$ cat src/rtl/uart_mem_dump.sv
// uart_mem_dump: reads a block of bytes from a synchronous-read memory port
// and sends them on an 8N1 UART TX line (LSB first), followed by an XOR
// checksum frame. Bit timing comes from an external 16x oversampling tick.
module uart_mem_dump #(
  parameter int ADDR_W = 8,
  parameter int OVS    = 16
) (
  input  logic              Clk,
  input  logic              Rst,
  input  logic              Tick,
  input  logic              Start,
  input  logic [ADDR_W-1:0] StartAddr,
  input  logic [ADDR_W-1:0] Len,
  output logic [ADDR_W-1:0] MemAddr,
  output logic              MemRdEn,
  input  logic [7:0]        MemRdData,
  output logic              Tx,
  output logic              Busy,
  output logic              Done
);

  localparam int CNT_W = (OVS > 1) ? $clog2(OVS) : 1;

  typedef enum logic [2:0] {
    S_IDLE,
    S_FETCH,
    S_LATCH,
    S_START,
    S_DATA,
    S_STOP,
    S_CSUM
  } state_t;

  state_t            r_state;
  state_t            w_next;
  logic [CNT_W-1:0]  r_tick_cnt;
  logic [2:0]        r_bit_idx;
  logic [ADDR_W-1:0] r_addr;
  logic [ADDR_W-1:0] r_rem;
  logic [7:0]        r_shift;
  logic [7:0]        r_csum;
  logic              r_csum_sent;
  logic              r_tx;
  logic              r_done;
  logic              w_accept;
  logic              w_bit_end;
  logic              w_in_bit;

  // A request is only taken in IDLE, with a non-empty block, and not during
  // the Done cycle (Busy is still high there).
  assign w_accept  = (r_state == S_IDLE) && Start && (Len != '0) && !r_done;
  assign w_in_bit  = (r_state == S_START) || (r_state == S_DATA) || (r_state == S_STOP);
  assign w_bit_end = w_in_bit && Tick && (r_tick_cnt == CNT_W'(OVS - 1));

  // Next-state logic
  always_comb begin
    w_next = r_state;
    case (r_state)
      S_IDLE:  if (w_accept) w_next = S_FETCH;
      S_FETCH: w_next = S_LATCH;
      S_LATCH: w_next = S_START;
      S_START: if (w_bit_end) w_next = S_DATA;
      S_DATA:  if (w_bit_end && (r_bit_idx == 3'd7)) w_next = S_STOP;
      S_STOP: begin
        if (w_bit_end) begin
          if (r_rem != '0)      w_next = S_FETCH;
          else if (!r_csum_sent) w_next = S_CSUM;
          else                   w_next = S_IDLE;
        end
      end
      S_CSUM:  w_next = S_START;
      default: w_next = S_IDLE;
    endcase
  end

  // State register
  always_ff @(posedge Clk) begin
    if (Rst) r_state <= S_IDLE;
    else     r_state <= w_next;
  end

  // Control counters, TX line register and Done pulse
  always_ff @(posedge Clk) begin
    if (Rst) begin
      r_tick_cnt  <= '0;
      r_bit_idx   <= '0;
      r_addr      <= '0;
      r_rem       <= '0;
      r_csum_sent <= 1'b0;
      r_tx        <= 1'b1;
      r_done      <= 1'b0;
    end else begin
      r_done <= (r_state == S_STOP) && w_bit_end && r_csum_sent;

      // Tx follows the state one cycle late; every bit is delayed equally,
      // so bit lengths are preserved and the line comes straight from a flop.
      case (r_state)
        S_START: r_tx <= 1'b0;
        S_DATA:  r_tx <= r_shift[r_bit_idx];
        default: r_tx <= 1'b1;
      endcase

      // Tick counter restarts on every bit boundary, so a Tick on the
      // boundary cycle belongs to the bit that is ending.
      if ((w_next != r_state) || ((r_state == S_DATA) && w_bit_end))
        r_tick_cnt <= '0;
      else if (w_in_bit && Tick)
        r_tick_cnt <= r_tick_cnt + 1'b1;

      if (r_state == S_START)
        r_bit_idx <= '0;
      else if ((r_state == S_DATA) && w_bit_end)
        r_bit_idx <= r_bit_idx + 1'b1;

      if (w_accept) begin
        r_addr      <= StartAddr;
        r_rem       <= Len;
        r_csum_sent <= 1'b0;
      end else if (r_state == S_LATCH) begin
        r_addr <= r_addr + 1'b1;
        r_rem  <= r_rem - 1'b1;
      end else if (r_state == S_CSUM) begin
        r_csum_sent <= 1'b1;
      end
    end
  end

  // Shift register and running checksum (data path, no reset needed:
  // both are loaded before use on every dump)
  always_ff @(posedge Clk) begin
    if (w_accept) begin
      r_csum <= 8'h00;
    end else if (r_state == S_LATCH) begin
      r_shift <= MemRdData;
      r_csum  <= r_csum ^ MemRdData;
    end else if (r_state == S_CSUM) begin
      r_shift <= r_csum;
    end
  end

  assign MemAddr = r_addr;
  assign MemRdEn = (r_state == S_FETCH);
  assign Tx      = r_tx;
  assign Done    = r_done;
  assign Busy    = (r_state != S_IDLE) || r_done;

endmodule

$ cat config.mk
export PLATFORM = sky130hd
export DESIGN_NAME = uart_mem_dump
export DESIGN_NICKNAME = d
export VERILOG_FILES = /design/src/rtl/uart_mem_dump.sv
export SDC_FILE = /design/constraint.sdc
export NUM_CORES = 1
export LEC_CHECK = 0
export BUFFER_PORTS_ARGS = -buffer_cell sky130_fd_sc_hd__buf_4
export CORE_ASPECT_RATIO = 2
export CORE_MARGIN = 5
export CORE_UTILIZATION = 40
export DETAILED_ROUTE_END_ITERATION = 8
export HOLD_SLACK_MARGIN = 0.03
export RECOVER_POWER = 25
export SLEW_MARGIN = 20
export SYNTH_ARGS = -nofsm -noshare
export SYNTH_HDL_FRONTEND = slang
export SYNTH_SLANG_ARGS = --single-unit
export TNS_END_PERCENT = 1
$ cat constraint.sdc
create_clock -name Clk -period 2.6 [get_ports Clk]
set_clock_uncertainty 0.15 [all_clocks]
set_input_delay 0.39 -clock Clk [delete_from_list [all_inputs] [get_ports Clk]]
set_output_delay 0.39 -clock Clk [all_outputs]
set_load 0.01 [all_outputs]
# Word level (Yosys, flattened, before mapping)
# Cells that the tools add are included.
[word_totals] regBits=45 inputBits=28 out_inout_bits=12
[classes] add_sub_neg=4 order_cmp=1 n_eq_ne=9 muxes=16 bitwise=3 reduce_logical=26
[op_table] cell="two-way mux 8 bit" n=6
[op_table] cell="two-way mux 3 bit" n=6
[op_table] cell="case mux 3 bit (6 select lines)" n=1
[op_table] cell="nonzero test 8 bit" n=2
[op_table] cell="== test 3 bit (second input constant)" n=4
[op_table] cell="logical AND 1 bit" n=9
[op_table] cell="adder 8 x 1 -> 8 bit (second input constant)" n=1
[op_table] cell="OR reduction 2 bit" n=4
[op_table] cell="subtractor 8 x 1 -> 8 bit (second input constant)" n=1
[op_table] cell="XOR 8 bit" n=1
[op_table] cell="== test 3 x 2 -> 1 bit (second input constant)" n=2
[op_table] cell="adder 4 x 1 -> 4 bit (second input constant)" n=1
[op_table] cell="== test 4 bit (second input constant)" n=1
[op_table] cell="logical OR 1 bit" n=4
[op_table] cell="less-than comparator 3 x 4 -> 1 bit (second input constant)" n=1
[op_table] cell="AND reduction 2 bit" n=2
[op_table] cell="nonzero test 2 bit" n=2
[op_table] cell="adder 3 x 1 -> 3 bit (second input constant)" n=1
[op_table] cell="binary-select mux 1 bit (select 3 bit)" n=1
[op_table] cell="== test 3 x 1 -> 1 bit (second input constant)" n=1
[op_table] cell="zero test 3 bit" n=1
[op_table] cell="inequality test 3 bit" n=1
[op_table] cell="nonzero test 3 bit" n=1
[op_table] cell="inverter 1 bit" n=2
[op_table] cell="other kinds (3)" n=3

# Depth between registers and ports, before layout
# Gate-level depths: netlist (run 1).
[depth] word_depth=11 ltp_mapped=7 mapped_depth_nobuf=7

# Worst setup path after synthesis (run 1)
# OpenSTA, ideal clock, no wires.
[synth_path] path_type="input-to-reg" start="in Len[4]" end="reg r_tick_cnt[3]" setup_time_ns=0.119 arrival_ns=1.901 setup_slack_ns=0.430 path_stages=6 path_buffers=1 cell_sequence="or4_1 > o211a_1 > buf_6 > a2111oi_4 > mux2i_1 > nor3_2"
[synth_via] elab_chain_len=8
[synth_rtl] element="start, declared" line="13" rtl="input logic [ADDR_W-1:0] Len,"
[synth_rtl] element="nonzero test 8 bit" line="51" rtl="assign w_accept = (r_state == S_IDLE) && Start && (Len != '0) && !r_done;"
[synth_rtl] element="logical AND 1 bit (2 in series)" line="51"
[synth_rtl] element="two-way mux 3 bit" line="59" rtl="S_IDLE: if (w_accept) w_next = S_FETCH;"
[synth_rtl] element="case mux 3 bit (6 select lines)" line="58" rtl="case (r_state)"
[synth_rtl] element="inequality test 3 bit" line="105" rtl="if ((w_next != r_state) || ((r_state == S_DATA) && w_bit_end))"
[synth_rtl] element="logical OR 1 bit" line="105"
[synth_rtl] element="OR reduction 2 bit (no source line)"
[synth_rtl] element="end signal, assigned" line="108" rtl="r_tick_cnt <= r_tick_cnt + 1'b1;"
[synth_rtl] element="end, declared" line="36" rtl="logic [CNT_W-1:0] r_tick_cnt;"
# No other way between the ends.
# A chain may end at the register's enable or synchronous reset.

# Final worst setup path (run 1)
[layout_path] start="reg r_state[2]" end="out Busy"
[layout_via] elab_chain_len=2
[layout_rtl] element="start, declared" line="34" rtl="state_t r_state;"
[layout_rtl] element="start signal, assigned" line="79" rtl="else r_state <= w_next;"
[layout_rtl] element="nonzero test 3 bit" line="145" rtl="assign Busy = (r_state != S_IDLE) || r_done;"
[layout_rtl] element="logical OR 1 bit" line="145"
[layout_rtl] element="end, declared" line="18" rtl="output logic Busy,"
# No other way between the ends.

==> flow_metrics.tcl, run 1 <==
set metrics [dict create \
    outcome "complete, no violations" \
    ctsHoldBuffers 0 \
    chipWidth_um 63.0 \
    synthAdderAreaFrac_pct 2.78 \
    core_area_sq_mm 0.00547 \
    grt_first_pass_wirelength_mm 9.18 \
    place_congestion 0.791 \
    die_h_um 116 \
    start_util_pct 41.1 \
    maxSlewHeadroom_pct 64.4 \
    port_buffers 39 \
    ys_types 48 \
    rsz0062_at_grt "false" \
    required_ns 2.06 \
    tns_ns 0 \
    clockRootBuffer "clkbuf_8" \
    arrival_ns 1.67 \
    synth-seq-cells 45 \
    area_growth_pct 19.6 \
    wirelength_mm 5.33 \
    final_cells 364 \
    slew_violations 0 \
    ys_seq_area_share_pct 43.6 \
    grtUsageTotal_pct 15.7 \
    die-area_sq_mm 0.00731 \
    max_freq_mhz 452 \
    wl_per_cell_um 14.6 \
    clkTransAtPathRegs_ns 0.09 \
    synth_area_per_cell_sq_um 8.69 \
    worstMarginPinSlew_ns 0.526 \
    powerDensity_mw_per_mm2 716 \
    cts.sinks 45 \
    finalPower_mw 1.93 \
    syn_nets 292 \
    synth_mux_area_share_pct 2.89 \
    final_cell_mix "42 x nand2_1, 40 x buf_4, 37 x dfxtp_1, 33 x nor2_1, 20 x a21oi_1" \
    antenna_found_initial 0 \
    synthCells 259 \
    grt_max_degree 26 \
    vias 1999 \
    crit_type "reg2out" \
    dpl_worst_slack_ns 0.250 \
    synth-main-ff-cell "dfxtp_1" \
    fin_ws_ns 0.388 \
    dp_hpwl_mm 4.08 \
    htreeDepth 2 \
    grt-ovfl-total 0 \
    clockBufferDepth 2 \
    post_cts_resized 0 \
    synth_edf_count 8 \
    nets 336 \
    ys_top_cells_by_area "dfxtp_1 33%, edfxtp_1 11%, nand2_1 7.0%, xor2_1 6.2%, nor2_1 5.5%" \
    peakVddDrop_v 0.000584 \
    yosys.area.top_type "dfxtp_1" \
    holdWs_ns 0.186 \
    synthXorXnorAreaFrac_pct 6.62 \
    finalHoldViolations 0 \
    drv_cap 0 \
    post-route-period-util_pct 85.1 \
    fin_area_sq_mm 0.00269 \
    crit_path_max_fanout 13 \
    synth_top_family_by_area "simple AND/OR/NAND/NOR gates" \
    first_global_vias 2043 \
    cts_tree "done" \
    first_pass_iters 4 \
    netlist_area_sq_mm 0.00225 \
    final_util_pct 49.2 \
    yosys_warnings 0 \
    cts_buffers 5 \
    worstSkewPairLatency_ns 0.30 \
    drt_iter0_drc 72 \
    pin_count 40 \
    async_reset_ff_share_pct 0 \
    final.min_clock_period_ns 2.21 \
    synthSimpleGateAreaFrac_pct 26.0 \
    antennaDiodeCount 0 \
    cts_setup_buffers 0 \
    synth_compound_area_share_pct 14.8 \
    crit_path_end_kind "primary output" \
    ant_nets 0 \
    drive_above_1_share_pct 17.4 \
    placed_cells 356 \
    setup_viol 0 \
    hold_class "in2reg" \
    leakage_nw 1.07 \
    vias_per_cell 5.49 \
    final_common_cell "nand2_1" \
    placed_cell_area_sq_mm 0.00265 \
    start_kind "register" \
    synth_top_area_share_pct 32.9 \
    drc 0 \
    rows 38 \
]
synth_stat cells (3+ instances only):
| cell type | n |
|---|---|
| nor2_1 | 33 |
| nand4_1 | 4 |
| ha_1 | 5 |
| inv_1 | 3 |
| nand3b_1 | 3 |
| nand2b_1 | 4 |
| xor2_1 | 16 |
| nand3_1 | 11 |
| edfxtp_1 | 8 |
| nor4_1 | 4 |
| clkbuf_1 | 10 |
| a21oi_1 | 20 |
| nor3_1 | 5 |
| dfxtp_1 | 37 |
| nand2_1 | 42 |
| a211oi_1 | 4 |
| o211ai_1 | 4 |
| o21ai_0 | 5 |
critical path, stage by stage, from the launching register on:
cell and delay, ns:
dfxtp_1 0.44, buf_4 0.22, nor4_1 0.35, buf_4 0.18, inv_1 0.04, buf_4 0.13
path summary, 6_finish.rpt:
| check | end | slack, ns | depth (start not counted) | startpoint |
|---|---|---|---|---|
| max | Busy | 0.39 | 5 | r_state[2]$_SDFF_PP0_ |
| min | MemAddr[0]$_SDFFE_PP0P_ | 0.19 | 3 | StartAddr[0] |
| max reg2reg | r_rem[3]$_SDFFE_PP0P_ | 0.45 | 7 | r_state[2]$_SDFF_PP0_ |
| min reg2reg | r_tick_cnt[1]$_SDFFE_PP0P_ | 0.33 | 2 | r_tick_cnt[1]$_SDFFE_PP0P_ |
report_power, final:
part | internal [mW] | switching [mW] | total, mW
logic | 0.252 | 0.298 | 0.550
clock network | 0.189 | 0.244 | 0.433
registers | 0.848 | 0.0945 | 0.943
total | 1.29 | 0.636 | 1.93
final cells by class:
cell class / count / area (sq um)
Sequential cell: 45 / 981
Tap cell: 60 / 75.1
Inverter: 3 / 11.3
Clock buffer: 6 / 72.6
Multi-Input combinational cell: 197 / 1190
Clock inverter: 2 / 15.0
Timing Repair Buffer: 51 / 342
Fill cell: 551 / 2780
layer usage:
layer  GRT usage, %  part of all wire [%]  wire length [um]  up-vias
li1               -                     -                 -     1005
met1           15.8                    38              2010      939
met2           29.8                    56              2960       40
met3           3.01                   3.7               198       15
met4           8.07                   3.1               163        0
met5              0                     0                 0        -
flip-flops by register name (all words and copies together) (netlist names):
signal,cells
MemAddr,8
r_csum,8
r_rem,8
r_shift,8
r_tick_cnt,4
r_bit_idx,3
r_state,3
Done,1
Tx,1
r_csum_sent,1
logic make-up after synthesis:
family	count (synthesis)
compound gates	49
xor+xnor	17
fa+ha+maj	5
buf+inv	17
flops	45
mux	4
simple gates	122
Power figures use the tool's default switching activity.
==> run 2, diff against run 1 <==
Settings changed: ABC_AREA set to 1, BUFFER_PORTS_ARGS -buffer_cell sky130_fd_sc_hd__buf_4 to -buffer_cell sky130_fd_sc_hd__buf_2.
==> run 2 against run 1 <==
- highest routed layer unchanged
- critical path depth grew 4
- wire length decreased by 0.56%
- sequential power shrank 6.5%
- final cell count is 19% higher
- critical endpoint is now MemAddr[6]$_SDFFE_PP0P_
==> flow_metrics.tcl, run 2 <==
set metrics [dict create \
    fin_ws_ns 0.626 \
    ys_types 38 \
    finalHoldViolations 0 \
    cts_setup_buffers 0 \
    rsz0062_at_grt "false" \
    ys_top_cells_by_count "60 x nand2_1, 51 x nor2_1, 47 x inv_1" \
    drive_above_1_share_pct 16.0 \
    grt_max_degree 22 \
    dpl_worst_slack_ns 0.528 \
    start_util_pct 40.6 \
    required_ns 2.69 \
    dp_hpwl_mm 4.05 \
    vias 2208 \
    max_freq_mhz 507 \
    async_reset_ff_share_pct 0 \
    final.min_clock_period_ns 1.97 \
    wirelength_mm 5.30 \
    pin_count 40 \
    drv_cap 0 \
    cpMostUsedCell "inv_1" \
    ctsHoldBuffers 0 \
    synth_top_area_share_pct 30.9 \
    cp_cell_sequence "nor2_4, nand2_2, inv_4, nor2_1, buf_4, inv_1, o221ai_1, nand2_1, inv_1" \
    cts_buffers 5 \
    placed_cells 424 \
    slowest_stage "dfxtp_1" \
    rows 40 \
    holdWs_ns 0.209 \
    max_stage_delay_ns 0.50 \
    slew_violations 0 \
    final_common_cell "nand2_1" \
    hold_class "in2reg" \
    crit_type "reg2reg" \
    ys_seq_area_share_pct 40.9 \
    synth-main-ff-cell "dfxtp_1" \
    yosys.area.top_type "dfxtp_1" \
    area_growth_pct 17.2 \
    outcome "complete, no violations" \
    setup_viol 0 \
    clkTransAtPathRegs_ns 0.06 \
    clockBufferDepth 2 \
    nets 401 \
    place_congestion 0.830 \
    port_buffers 39 \
    vias_per_cell 5.11 \
    yosys_warnings 0 \
    htreeDepth 2 \
    synth_most_common_cell "nand2_1" \
    post_cts_resized 0 \
    maxSlewHeadroom_pct 64.9 \
    wl_per_cell_um 12.3 \
    core_area_sq_mm 0.00591 \
    syn_nets 357 \
    grt_first_pass_wirelength_mm 9.11 \
    die-area_sq_mm 0.00774 \
    synth_area_per_cell_sq_um 7.40 \
    grtUsageTotal_pct 14.6 \
    peakVddDrop_v 0.000693 \
    cts_tree "done" \
    fin_area_sq_mm 0.00281 \
    r2r_slack_ns 0.63 \
    tns_ns 0 \
    leakage_nw 1.24 \
    arrival_ns 2.06 \
    crit_path_max_fanout 12 \
    worstSkewPairLatency_ns 0.29 \
    ys_top_cells_by_area "dfxtp_1 31%, edfxtp_1 10%, nand2_1 9.4%, nor2_1 8.0%, inv_1 7.4%" \
    clockRootBuffer "clkbuf_16" \
    placed_cell_area_sq_mm 0.00267 \
    cp.buffers_inverters 4 \
    final_util_pct 47.6 \
    crit_path_end_kind "register" \
    synth_edf_count 8 \
    first_global_vias 2130 \
    synth-seq-cells 45 \
    antenna_found_initial 0 \
    post-route-period-util_pct 75.9 \
    netlist_area_sq_mm 0.00240 \
    antennaDiodeCount 0 \
    grt-ovfl-total 0 \
    die_h_um 120 \
    drc 0 \
    powerDensity_mw_per_mm2 728 \
    cp_top_family "simple AND/OR/NAND/NOR gates" \
    start_kind "register" \
    final_cell_mix "60 x nand2_1, 51 x nor2_1, 47 x inv_1, 37 x dfxtp_1, 32 x buf_2" \
    synthCells 324 \
    chipWidth_um 64.8 \
    cts.sinks 45 \
    final_cells 432 \
    worstMarginPinSlew_ns 0.524 \
    finalPower_mw 2.05 \
    drt_iter0_drc 63 \
    first_pass_iters 4 \
    ant_nets 0 \
]
[run 2: cell types whose count changed in the layout (fill, tap and decap cells not counted), moves of 6 or more]
cell     before  now
a21oi_1      20   10
buf_4        40    5
nor2_1       33   51
buf_2         0   32
nor3_1        5   16
inv_1         3   47
xor2_1       16    8
nand2_1      42   60
o21ai_0       5   13
a31oi_1       2    8
[run 2: area by class of cell]
cell class,instances,area [sq um]
Timing Repair Buffer,44,224
Clock buffer,5,125
Clock inverter,3,21.3
Fill cell,626,3090
Inverter,49,186
Sequential cell,45,981
Multi-Input combinational cell,223,1190
Tap cell,63,78.8
[run 2: tightest hold or removal path, stage by stage]
cell and delay, ns:
buf_2 0.08, a221oi_1 0.06, nor2_1 0.08
[run 2: worst paths after layout]
check / from / end / depth (start not counted)
worst max-delay path: r_state[0]$_SDFF_PP0_ / MemAddr[6]$_SDFFE_PP0P_ / 9
worst max register to register: r_state[0]$_SDFF_PP0_ / MemAddr[6]$_SDFFE_PP0P_ / 9
worst min-delay path: StartAddr[4] / MemAddr[4]$_SDFFE_PP0P_ / 3
worst min register to register: r_csum[2]$_SDFFE_PP0P_ / r_csum[2]$_SDFFE_PP0P_ / 1
[run 2: layer usage]
layer | vias up | part of all wire (%) | track usage, % | wire (um)
met3 | 11 | 5.6 | 3.75 | 295
met1 | 1001 | 42 | 16.4 | 2220
met5 | - | 0 | 0 | 0
li1 | 1140 | - | - | -
met4 | 0 | 2.4 | 5.30 | 127
met2 | 56 | 50 | 25.8 | 2660
[run 2: logic make-up after synthesis]
group,after synthesis,share of synthesized area [%]
flip-flops,45,40.9
AO/OA/AOI/OAI,50,13.1
adder cells (fa/ha/maj),5,2.61
AND/OR/NAND/NOR,153,28.5
multiplexers,2,0.835
buffers and inverters,56,9.29
XOR/XNOR,13,4.75
[run 2: power breakdown]
group / internal, mW / total, mW / switching [mW]
clock network: 0.358 / 0.632 / 0.274
registers: 0.813 / 0.882 / 0.0690
logic: 0.212 / 0.532 / 0.320
